$ cat config.mk
export PLATFORM = sky130hd
export DESIGN_NAME = display_req_queue
export DESIGN_NICKNAME = d
export VERILOG_FILES = /design/src/rtl/display_req_queue.sv
export SDC_FILE = /design/constraint.sdc
export NUM_CORES = 1
export LEC_CHECK = 0
export CORE_UTILIZATION = 45
export DETAILED_ROUTE_END_ITERATION = 8
export PLACE_DENSITY = 0.68
export RECOVER_POWER = 25
export SLEW_MARGIN = 15
export SYNTH_ARGS = -nofsm -noshare
export SYNTH_HDL_FRONTEND = slang
export SYNTH_SLANG_ARGS = --single-unit
$ cat constraint.sdc
create_clock -name clk -period 5.99 [get_ports clk]
set_clock_uncertainty 0.1 [all_clocks]
set_input_delay 0.8985 -clock clk [delete_from_list [all_inputs] [get_ports clk]]
set_output_delay 0.8985 -clock clk [all_outputs]
set_load 0.02 [all_outputs]
$ cat src/rtl/display_req_queue.sv
// Request FIFO for the formatted-display unit. It dispatches queued requests one at a
// time over the display_en / display_busy handshake and flags unacknowledged ones.
module display_req_queue #(
  parameter int DATA_W      = 32,
  parameter int FMT_W       = 2,
  parameter int DEPTH       = 4,
  parameter int ACK_TIMEOUT = 16
) (
  input  logic                     clk,
  input  logic                     rst,
  input  logic                     req_valid,
  output logic                     req_ready,
  input  logic [DATA_W-1:0]        req_data,
  input  logic [FMT_W-1:0]         req_fmt,
  output logic [DATA_W-1:0]        data_in,
  output logic [FMT_W-1:0]         format_sel,
  output logic                     display_en,
  input  logic                     display_busy,
  output logic [$clog2(DEPTH):0]   level,
  output logic [15:0]              issued_cnt,
  output logic                     timeout_err
);
  localparam int AW    = $clog2(DEPTH);
  localparam int LW    = AW + 1;
  localparam int TW    = $clog2(ACK_TIMEOUT + 1);
  localparam int ENT_W = FMT_W + DATA_W;

  typedef enum logic [1:0] {
    IDLE      = 2'd0,
    ISSUE     = 2'd1,
    WAIT_ACK  = 2'd2,
    WAIT_DONE = 2'd3
  } state_t;

  logic [ENT_W-1:0]  mem_r [DEPTH];
  logic [AW-1:0]     wr_ptr_r;
  logic [AW-1:0]     rd_ptr_r;
  logic [LW-1:0]     level_r;
  logic [LW-1:0]     level_next_s;
  logic              ready_r;
  state_t            state_r;
  logic [TW-1:0]     ack_cnt_r;
  logic [DATA_W-1:0] data_r;
  logic [FMT_W-1:0]  fmt_r;
  logic              en_r;
  logic [15:0]       issued_cnt_r;
  logic              timeout_err_r;
  logic              push_s;
  logic              pop_s;

  // A push is gated only by the registered ready, so a same-cycle pop never frees a full slot.
  assign push_s = req_valid && ready_r;
  assign pop_s  = (state_r == IDLE) && (level_r != LW'(0));

  // Next occupancy from the push/pop pair.
  always_comb begin
    level_next_s = level_r;
    case ({push_s, pop_s})
      2'b10:   level_next_s = level_r + LW'(1);
      2'b01:   level_next_s = level_r - LW'(1);
      default: level_next_s = level_r;
    endcase
  end

  // Request storage; the contents need no reset because the pointers and level guard every read.
  always_ff @(posedge clk) begin
    if (push_s) begin
      mem_r[wr_ptr_r] <= {req_fmt, req_data};
    end
  end

  // FIFO pointers, occupancy and registered ready.
  always_ff @(posedge clk) begin
    if (rst) begin
      wr_ptr_r <= AW'(0);
      rd_ptr_r <= AW'(0);
      level_r  <= LW'(0);
      ready_r  <= 1'b1;
    end else begin
      if (push_s) begin
        wr_ptr_r <= wr_ptr_r + AW'(1);
      end
      if (pop_s) begin
        rd_ptr_r <= rd_ptr_r + AW'(1);
      end
      level_r <= level_next_s;
      ready_r <= (level_next_s != LW'(DEPTH));
    end
  end

  // Dispatch FSM: one request in flight, outputs registered.
  always_ff @(posedge clk) begin
    if (rst) begin
      state_r       <= IDLE;
      ack_cnt_r     <= TW'(0);
      data_r        <= DATA_W'(0);
      fmt_r         <= FMT_W'(0);
      en_r          <= 1'b0;
      issued_cnt_r  <= 16'd0;
      timeout_err_r <= 1'b0;
    end else begin
      en_r <= 1'b0;
      case (state_r)
        IDLE: begin
          if (pop_s) begin
            {fmt_r, data_r} <= mem_r[rd_ptr_r];
            en_r            <= 1'b1;
            state_r         <= ISSUE;
          end
        end
        ISSUE: begin
          issued_cnt_r <= issued_cnt_r + 16'd1;
          ack_cnt_r    <= TW'(0);
          state_r      <= WAIT_ACK;
        end
        WAIT_ACK: begin
          if (display_busy) begin
            state_r <= WAIT_DONE;
          end else if (ack_cnt_r == TW'(ACK_TIMEOUT - 1)) begin
            timeout_err_r <= 1'b1;
            state_r       <= IDLE;
          end else begin
            ack_cnt_r <= ack_cnt_r + TW'(1);
          end
        end
        WAIT_DONE: begin
          if (!display_busy) begin
            state_r <= IDLE;
          end
        end
        default: state_r <= IDLE;
      endcase
    end
  end

  assign req_ready   = ready_r;
  assign level       = level_r;
  assign data_in     = data_r;
  assign format_sel  = fmt_r;
  assign display_en  = en_r;
  assign issued_cnt  = issued_cnt_r;
  assign timeout_err = timeout_err_r;

endmodule

==> key figures <==
Die
  – DIE HEIGHT: 133 um
  – Initial Util: 0.462
  – CORE AREA: 16600 um2
  – Row cnt: 47
  – Die Width: 133 um
  – Die area: 17600 um2
  – IO Count: 94

Drt
  – DRC: 0
  – Final WL: 14.1 mm
  – Vias per cell: 5.20
  – Initial detailed-routing violation count: 324
  – DRT Pass-1 Iters: 4
  – Via count: 4312
  – ANT nets after route: 0
  – WL per Instance: 17.0 um

Power
  – Net Sw Power: 1.31 mW
  – Clock share of power: 0.283
  – Cell Int Power: 2.99 mW
  – Power per cell area: 456 nW/um2
  – Static power due to leakage: 3.19 nW
  – Comb pwr share: 0.270
  – Max IR drop VDD: 263 uV
  – Pwr Total: 4.29 mW
  – Flop pwr share: 0.447
  – Switching Share: 0.305

Clock network
  – Clock tree sinks: 203
  – Total CTS buffers: 22
  – CTS Hold Bufs: 0
  – Clock root buffer: clkbuf_16
  – Clk buf depth: 3
  – Post-CTS setup buffers: 0
  – Clock-pin slew of the registers on the worst-case setup and hold paths: 60 ps
  – Worst-Skew Late Latency: 500 ps
  – Resized Gates After CTS: 0
  – CTS tree: done
  – H-tree Lvls: 1

Logic synthesis
  – Number of synthesized flops with an enable pin: 136
  – Number of synthesized register bits: 203
  – Synth cell count leaders: 136 x edfxtp_1, 76 x nand2_1, 67 x dfxtp_1, 43 x a21oi_1, 34 x mux4_2
  – Syn_nets: 545
  – Netlist cell types: 39
  – Top-count cell post-synth: edfxtp_1
  – Mean Syn Cell Area: 15.4 um2
  – Synth async-reset ratio: 0
  – Synth Flop Type: edfxtp_1
  – Sequential area share after synthesis: 0.706
  – Synth area leaders: edfxtp_1 53%, dfxtp_1 17%, mux4_2 10%
  – Synthesized netlist cell count: 498
  – Mapped cell area: 7690 um2
  – Synth Warn #: 0
  – Yosys top cell area share: 0.531
  – Dominant cell type by area after synthesis: edfxtp_1

Layout
  – Layout cells sized above 1: 0.141
  – ANT cells: 0
  – Fill count: 1310
  – Final layout net count: 640
  – Layout Cells excl Fill: 829
  – Area Overhead vs Synth: 22.6%

Min path
  – Min-delay worst type: reg -> reg
  – Hold wc startpoint: data_in[22]$_SDFFE_PP0P_
  – Min-Delay Endpoint: data_in[22]$_SDFFE_PP0P_
  – Hold depth: 2

Timing
  – Max-slew violation count: 0
  – RSZ-0062 raised after global routing: no
  – Maximum operating frequency: 0.297 GHz
  – Worst slew margin: 0.365
  – Final Hold Viols: 0
  – WHS: 354 ps
  – TNS Setup: 0 ps
  – Worst slew pin tran: 952 ps
  – Post-layout minimum cycle time: 3370 ps
  – Period utilization: 0.563
  – Endpoints failing setup: 0

Worst setup path
  – CP max stage delay: 780 ps
  – Crit-path max FO: 37
  – Setup CP Type: reg -> reg
  – Worst setup SP type: register
  – CP delay by family, top: simple AND/OR/NAND/NOR gates
  – CP Capture Type: register
  – Worst r2r dst: req_ready$_SDFF_PP1_
  – CP max-delay cell: or3_2
  – Crit path cell chain: nor3_1 -> or3_2 -> clkinv_4 -> ha_1 -> inv_1 -> fa_1 -> xor2_1 -> or3_1 -> a21oi_1 -> nand2b_1
  – Worst R2R Path Depth: 10
  – R2r setup slk: 2620 ps
  – CP bufs+invs: 2
  – CP required: 6270 ps
  – RR Startpoint: level[0]$_SDFF_PP0_
  – WP data arrival: 3660 ps

Place
  – # port buffers: 93
  – DP HPWL: 8.36 mm
  – Gp weighted congestion: 0.717
  – Placed Instances: 789

GRT
  – GRT overflow: 0
  – First-pass GRT wire length: 22.5 mm
  – Largest net degree at the start of global routing: 71
  – Total track usage: 0.165
  – Initial antenna violation count: 0
  – Vias in the first global route: 4365

Status
  – Status: finished, final reports clean

Flow run
  – Max cap viols: 0
## routing by layer
metal  up-vias  global-route usage  routed length (um)
met2       114               0.277                6880
met1      2145               0.219                6330
met5         -                   0                   0
met4         0              0.0460                 247
li1       2034                   -                   -
met3        19              0.0307                 616
## cell type report
| class | count | area, um2 | area share |
|---|---|---|---|
| inverters | 9 | 38.8 | 0.00412 |
| well taps | 220 | 275 | 0.0292 |
| clock buffers | 33 | 612 | 0.0649 |
| flip-flops and latches | 203 | 5430 | 0.576 |
| clock inverters | 7 | 46.3 | 0.00491 |
| multi-input cells | 262 | 2080 | 0.221 |
| repair buffers | 95 | 941 | 0.0998 |
## power by group through the flow
stage          Combinational, mW  Clock (mW)  Sequential [mW]
2_1_floorplan              0.693           0             2.02
3_3_place_gp                1.16           0             1.94
3_5_place_dp                1.18           0             1.95
4_1_cts                     1.19        1.25             1.92
5_1_grt                     1.27        1.30             1.95
6_report                    1.16        1.21             1.92
## cells by family (layout without fill, tap and decap cells)
group                      count (synthesis)  in the layout  share of synthesized area
muxes                                     38             38                      0.106
and+or+nand+nor                          150            150                     0.0972
AOI/OAI and AO/OA                         48             48                     0.0319
buffers and inverters                     33            144                     0.0239
DFF                                      203            203                      0.706
xor gates and xnor gates                  17             17                     0.0194
adders and majority gates                  9              9                     0.0156
## metrics by stage
| stage | area [um2] | utilization | worst slack (ps) |
|---|---|---|---|
| 6_report | 9430 | 0.566 | 2620 |
| 5_1_grt | 9430 | 0.566 | 2410 |
| 4_1_cts | 9430 | 0.566 | 2600 |
| 3_5_place_dp | 8770 | 0.527 | 2600 |
| 3_3_place_gp | 8770 | 0.527 | 2730 |
| 2_1_floorplan | 7690 | - | 3260 |
## flip-flops by register name (all words and copies together) (netlist names), 2 cells and up
register    cells
wr_ptr_r        2
rd_ptr_r        2
level           3
mem_r         136
ack_cnt_r       5
format_sel      2
data_in        32
state_r         2
issued_cnt     16
## cell usage in the layout (no fill, tap or decap), drive strengths merged, types with 4 or more instances in the layout
cell / instances
edfxtp: 136
nor3: 8
nor4: 4
nand3: 9
ha: 8
dfxtp: 67
inv: 8
xnor2: 11
clkbuf: 33
and3: 6
mux4: 34
nor2: 24
xor2: 6
nand2: 77
dlygate4sd3: 26
nand2b: 4
nor2b: 6
a21oi: 43
clkinv: 8
clkdlybuf4s50: 66
## worst reg2reg max path, cell delays in order (launching register included)
cell      delay [ps]
dfxtp_1          430
nor3_1           100
or3_2            780
clkinv_4         400
ha_1             260
inv_1             60
fa_1             380
xor2_1           170
or3_1            300
a21oi_1          210
nand2b_1          80
## worst max path at each step
stage | depth (start not counted) | endpoint | start | slack, ps
floorplan | 12 | req_ready$_SDFF_PP1_ | level[0]$_SDFF_PP0_ | 3260
global placement | 9 | req_ready$_SDFF_PP1_ | state_r[0]$_SDFFE_PP0P_ | 2730
detailed placement | 10 | req_ready$_SDFF_PP1_ | level[0]$_SDFF_PP0_ | 2600
CTS | 10 | req_ready$_SDFF_PP1_ | level[0]$_SDFF_PP0_ | 2600
global route | 10 | req_ready$_SDFF_PP1_ | level[0]$_SDFF_PP0_ | 2410
finish | 10 | req_ready$_SDFF_PP1_ | level[0]$_SDFF_PP0_ | 2620
Power figures use the tool's default switching activity.
==> edit 1: new RTL, same settings <==
`ACK_TIMEOUT`: 16 -> 32.
--- a/src/rtl/display_req_queue.sv
+++ b/src/rtl/display_req_queue.sv
@@ -6,3 +6,3 @@
   parameter int DEPTH       = 4,
-  parameter int ACK_TIMEOUT = 16
+  parameter int ACK_TIMEOUT = 32
 ) (
Check against the original RTL: same outputs for any inputs over 10 cycles, from zero or initial values and one cycle with rst high; that may be too few to reach the edited logic, so the function may still have changed.
==> edit 1 against the unedited design <==
Synthesized area shrank 0.73%; sequential share of layout area shrank 0.36 points; routed wire length grew 2.0%; critical path depth is the same; maximum frequency shrank 4.1%; sequential cell count grew 1; largest cell class unchanged; critical endpoint unchanged; final area grew 1.0%; non-clock buffer count is the same; setup slack lost 0.15 ns; total power grew 3.9%.
==> edit 1: results (changes against the unedited design) <==
Clocking
The number of clock buffers inserted by TritonCTS was 22 (unchanged). The cell sitting at the root of the clock tree is a clkbuf_16. The deepest clock path buffer count was 3 (unchanged).

The count of H-tree levels built during CTS is 1 (unchanged). The clock-pin slew reported for the worst setup and hold paths after clock tree synthesis is 0.06 ns (about the same). The post-CTS setup buffer count is 0 (unchanged). The post-cts gate resize count came to 0 (unchanged). The clock reaches the later pin of the worst-skew pair after between 0.4 and 0.5 ns.

Yosys
By area the synthesized netlist is led by edfxtp_1, dfxtp_1, mux4_2. The count of yosys warnings during synthesis came to 0 (unchanged). The sequential area share after synthesis is 71.36% (+0.78 points). The net count after synthesis was 555 (+1.8%). The number of synthesized flops with an enable pin is 136 (unchanged). The number of different library cells in the post-synthesis netlist came to 39 (unchanged). The top flip-flop cell by instance count after synthesis is edfxtp_1. By count the netlist is led by edfxtp_1, nand2_1, dfxtp_1. The async set or reset register ratio after synthesis came to 0% (unchanged).

Setup path
On the critical path the largest part of the delay comes from simple AND/OR/NAND/NOR gates. The critical path's slowest cell is inv_2. The cell depth of the worst flop-to-flop path is 10 (unchanged).

The data arrival time of the critical path is 3.80 ns (+0.14 ns). The highest cell delay on the worst timing path came to 0.74 ns (-0.04 ns). The maximum fanout count along the critical path came to 37 (unchanged).

Detailed routing
The routed length on met1 is 6.311 mm (-0.28%). The number of DRC markers in iteration 0 was 234 (-28%). The total met2 wirelength after detailed routing is 7.174 mm (+4.3%).

The number of detailed-routing iterations run before antenna repair came to 4 (unchanged). The top metal layer carrying routed signals is met4. The wire length reported by the detailed router is 14.36 mm (+2.0%). The total length of routed met3 wires was 612 µm (-0.65%). The vias after detailed routing is 4392 (+1.9%).

GRT
The global-route usage over all layers was 16.92% (+0.46 points). The global-route track usage on met3 is 2.614% (-0.45 points). The initial antenna violation count is 0 (unchanged).

The met1 track demand over resource in global routing was 21.52% (-0.38 points). The met2 track demand over resource was 29.95% (+2.2 points). The largest net degree at the start of global routing was 70 (-1.4%). The via count of the first global-routing pass came to 4523 (+3.6%).

The wire length of the first global-routing pass was 23.28 mm (+3.4%).

Finish
The flip-flop count of the largest register, all copies and words added was 136 (unchanged). The top register by number of flip-flops is mem_r. The ratio of cells with drive above 1 in the final layout is 12.90% (-1.2 points). The number of nets in the finished design came to 650 (+1.6%).

Power and ir drop
The power density over cell area is 468.7 nW/µm² (+2.9%). The worst-case vdd ir drop is 0.2256 mV (-14%). The leakage power total is 3.133 nW (-1.8%). The fraction of power consumed by the clock network is 30.8% (+2.5 points). The net switching power figure was 1.306 mW (-0.22%). The sequential cell power is between 1.5 and 2 mW.

Hold path
The worst hold-check path type is flop to flop. The hold-critical path depth is 2 (unchanged).

Place
The HPWL reported at the end of detailed placement was 8.584 mm (+2.6%). The final weighted congestion in routability-driven placement is 0.7776 (+8.5%). The area of placed instances was 8762 µm² (about the same). The number of buffers inserted by port buffering is 93 (unchanged). The post-place setup slack is 2.407 ns (-0.1929 ns).

Outcome
The run finished with clean final reports.

STA
The transition time of the tightest slew-check pin is 0.9583 ns (+0.006056 ns).
==> edit 1: logic make-up (layout without fill, tap and decap cells) <==
kind of cell / after synthesis / count (layout) / synth area share [%]
AO/OA/AOI/OAI: 67 / 67 / 4.689
XOR/XNOR: 13 / 13 / 1.492
adder cells (fa/ha/maj): 8 / 8 / 1.410
buffers and inverters: 37 / 148 / 1.885
flip-flops: 204 / 204 / 71.36
multiplexers: 37 / 37 / 10.44
AND/OR/NAND/NOR: 143 / 143 / 8.722
==> edit 1: area by class of cell <==
type / count / area, µm²
flip-flops and latches: 204 / 5448
clock inverters: 9 / 121.4
multi-input cells: 268 / 2049
clock buffers: 31 / 635.6
well taps: 220 / 275.3
fillers: 1304 / 7064
inverters: 13 / 48.80
repair buffers: 95 / 940.9
==> edit 1: stage by stage <==
step,instances,utilization (%)
final,840,57.40
after global routing,840,57.40
after CTS,840,57.40
after detailed placement,800,52.84
after global placement,800,52.84
after floorplan,509,-
==> edit 1: path summary, 6_finish.rpt <==
kind | startpoint | end | slack (ns)
setup reg to reg | level[0]$_SDFF_PP0_ | req_ready$_SDFF_PP1_ | 2.47
hold reg to reg | data_in[19]$_SDFFE_PP0P_ | data_in[19]$_SDFFE_PP0P_ | 0.35
hold / removal | data_in[19]$_SDFFE_PP0P_ | data_in[19]$_SDFFE_PP0P_ | 0.35
setup / recovery | level[0]$_SDFF_PP0_ | req_ready$_SDFF_PP1_ | 2.47
==> edit 1: worst min-delay path: stages (launching register included) <==
cell     delay [ns]
dfxtp_1        0.30
nand2_1        0.05
a21oi_1        0.05
==> edit 2: new RTL, same flow settings <==
Without the edit above. Re-encode `state_t` (4 states) as one-hot, 4 bits wide.
--- a/src/rtl/display_req_queue.sv
+++ b/src/rtl/display_req_queue.sv
@@ -27,7 +27,7 @@
 
-  typedef enum logic [1:0] {
-    IDLE      = 2'd0,
-    ISSUE     = 2'd1,
-    WAIT_ACK  = 2'd2,
-    WAIT_DONE = 2'd3
+  typedef enum logic [3:0] {
+    IDLE      = 4'b0001,
+    ISSUE     = 4'b0010,
+    WAIT_ACK  = 4'b0100,
+    WAIT_DONE = 4'b1000
   } state_t;
Formal check against the unedited RTL: no difference found for any inputs over 4 cycles, from zero or initial values and one cycle with rst high; so few cycles prove little.
==> edit 2 against the unedited design <==
Synthesized area grew 0.47%; sequential cell count up 2; critical path type unchanged; final area increased by 2.0%; routed wire length increased by 8.2%; total power rose by 5.0%; setup slack worse by 0.056 ns.
==> edit 2: results (changes against the unedited design) <==
Outcome
The run finished with clean final reports.

Finish
The ratio of cells with drive above 1 in the final layout is 13.18% (-0.94 points). The multi-input logic cell count was 274 (+4.6%). The final-layout clock-cell area share is 8.028% (+1.0 points).

The share of the final layout cell area in multi-input gates was 22.01% (-0.10 points). The relative area of non-clock buffer cells in the final design is 9.862% (-0.12 points). The fill cell total of the finished layout was 1307 (-0.23%). The total of clock buffers placed in the layout is 26 (-21%).

The number of nets in the finished design came to 654 (+2.2%). The footprint of the flip-flops and latches is 5468 µm² (+0.74%).

Detailed routing
The wire length reported by the detailed router is 15.23 mm (+8.2%).

Setup path
The critical path's slowest cell is nor4b_1. The maximum fanout count along the critical path was 36 (-2.7%). The data arrival time of the critical path is 3.71 ns (+0.05 ns). The highest cell delay on the worst timing path was 0.56 ns (-0.22 ns).

Yosys
Ranked by total cell area, the synthesized netlist is headed by edfxtp_1, dfxtp_1, mux4_2. The xor and xnor area share after synthesis came to 1.701% (-0.24 points). The compound-gate portion of the synthesized area is 4.341% (+1.2 points). The net count after synthesis is 561 (+2.9%). The sequential area share after synthesis is 70.76% (+0.19 points). The number of different library cells in the post-synthesis netlist is 43 (+10%). The adder-cell area share of the yosys netlist came to 1.555% (-0.0073 points). The mux contribution to synthesized area was 10.30% (-0.33 points).

Power and ir drop
The internal power contribution is 3.201 mW (+7.2%). The leakage power total was 3.166 nW (-0.72%). The worst-case vdd ir drop is 0.3635 mV (+38%).

Clocking
The CTS sink count is 205 (+0.99%). The number of clock buffers inserted by TritonCTS is 21 (-4.5%). Clock tree synthesis selected as its root buffer the cell clkbuf_16.

GRT
The initial antenna violation count is 1 (+1). The largest net degree at the start of global routing is 69 (-2.8%). The global-route usage over all layers was 17.67% (+1.2 points).

The wire length of the first global-routing pass is 24.21 mm (+7.5%). The via count of the first global-routing pass is 4676 (+7.1%).

Place
The HPWL reported at the end of detailed placement is 8.933 mm (+6.8%).

STA
The transition time of the tightest slew-check pin is 0.9661 ns (+0.01383 ns).
==> edit 2: cell count changes after synthesis, moves of 3 or more <==
cell	delta
nand2b_1	-3
o31ai_1	+6
clkbuf_1	+4
or4_1	+5
nand2_1	+4
xnor2_1	-4
buf_1	+4
buf_4	-5
a21oi_1	+5
nand3_1	-3
==> edit 2: path summary, 6_finish.rpt <==
path / from / to / slack, ns / cells past startpoint
setup / recovery: state_r[0]$_SDFFE_PP1P_ / req_ready$_SDFF_PP1_ / 2.56 / 10
hold / removal: data_in[28]$_SDFFE_PP0P_ / data_in[28]$_SDFFE_PP0P_ / 0.36 / 2
setup reg to reg: state_r[0]$_SDFFE_PP1P_ / req_ready$_SDFF_PP1_ / 2.56 / 10
hold reg to reg: data_in[28]$_SDFFE_PP0P_ / data_in[28]$_SDFFE_PP0P_ / 0.36 / 2
==> edit 2: power by group through the flow <==
stage	sequential, mW	combinational (mW)	clock, mW
2_1_floorplan	2.02	0.596	0
3_3_place_gp	1.92	1.15	0
3_5_place_dp	1.94	1.18	0
4_1_cts	1.91	1.18	1.48
5_1_grt	1.93	1.26	1.53
6_report	1.90	1.15	1.45
==> edit 2: worst max-delay path, delay by kind of cell (launching register included) <==
kind                     cells  cell delay [ns]
AND/OR/NAND/NOR              3             0.93
XOR/XNOR                     1             0.16
buffers and inverters        2             0.62
adder cells (fa/ha/maj)      2             0.68
AO/OA/AOI/OAI                2             0.35
flip-flops                   1             0.47
==> edit 2: routing by layer <==
metal	global-route usage, %	share of wire (%)	vias to the layer above
met4	5.875	2.2	0
met2	29.84	49	146
met5	0	0	-
met1	23.18	43	2271
li1	-	-	2105
met3	3.027	5.8	28
==> edit 2: through the flow <==
| stage | hold WS (ns) | utilization [%] | worst slack [ns] | std cells | total power, mW |
|---|---|---|---|---|---|
| 6_report | 0.3563 | 57.79 | 2.561 | 843 | 4.507 |
| 5_1_grt | 0.3757 | 57.77 | 2.300 | 842 | 4.722 |
| 4_1_cts | 0.3584 | 57.77 | 2.510 | 842 | 4.565 |
| 3_5_place_dp | 0.3501 | 53.13 | 2.488 | 804 | 3.112 |
| 3_3_place_gp | 0.3439 | 53.13 | 2.628 | 804 | 3.064 |
| 2_1_floorplan | 0.3444 | - | 3.168 | 514 | 2.616 |
==> edit 2: logic make-up (layout without fill, tap and decap cells) <==
group	count (synthesis)	count (layout)
AOI/OAI and AO/OA	62	62
xor gates and xnor gates	15	15
adders and majority gates	9	9
buffers and inverters	35	143
DFF	205	205
muxes	37	37
other	0	1
and+or+nand+nor	151	151
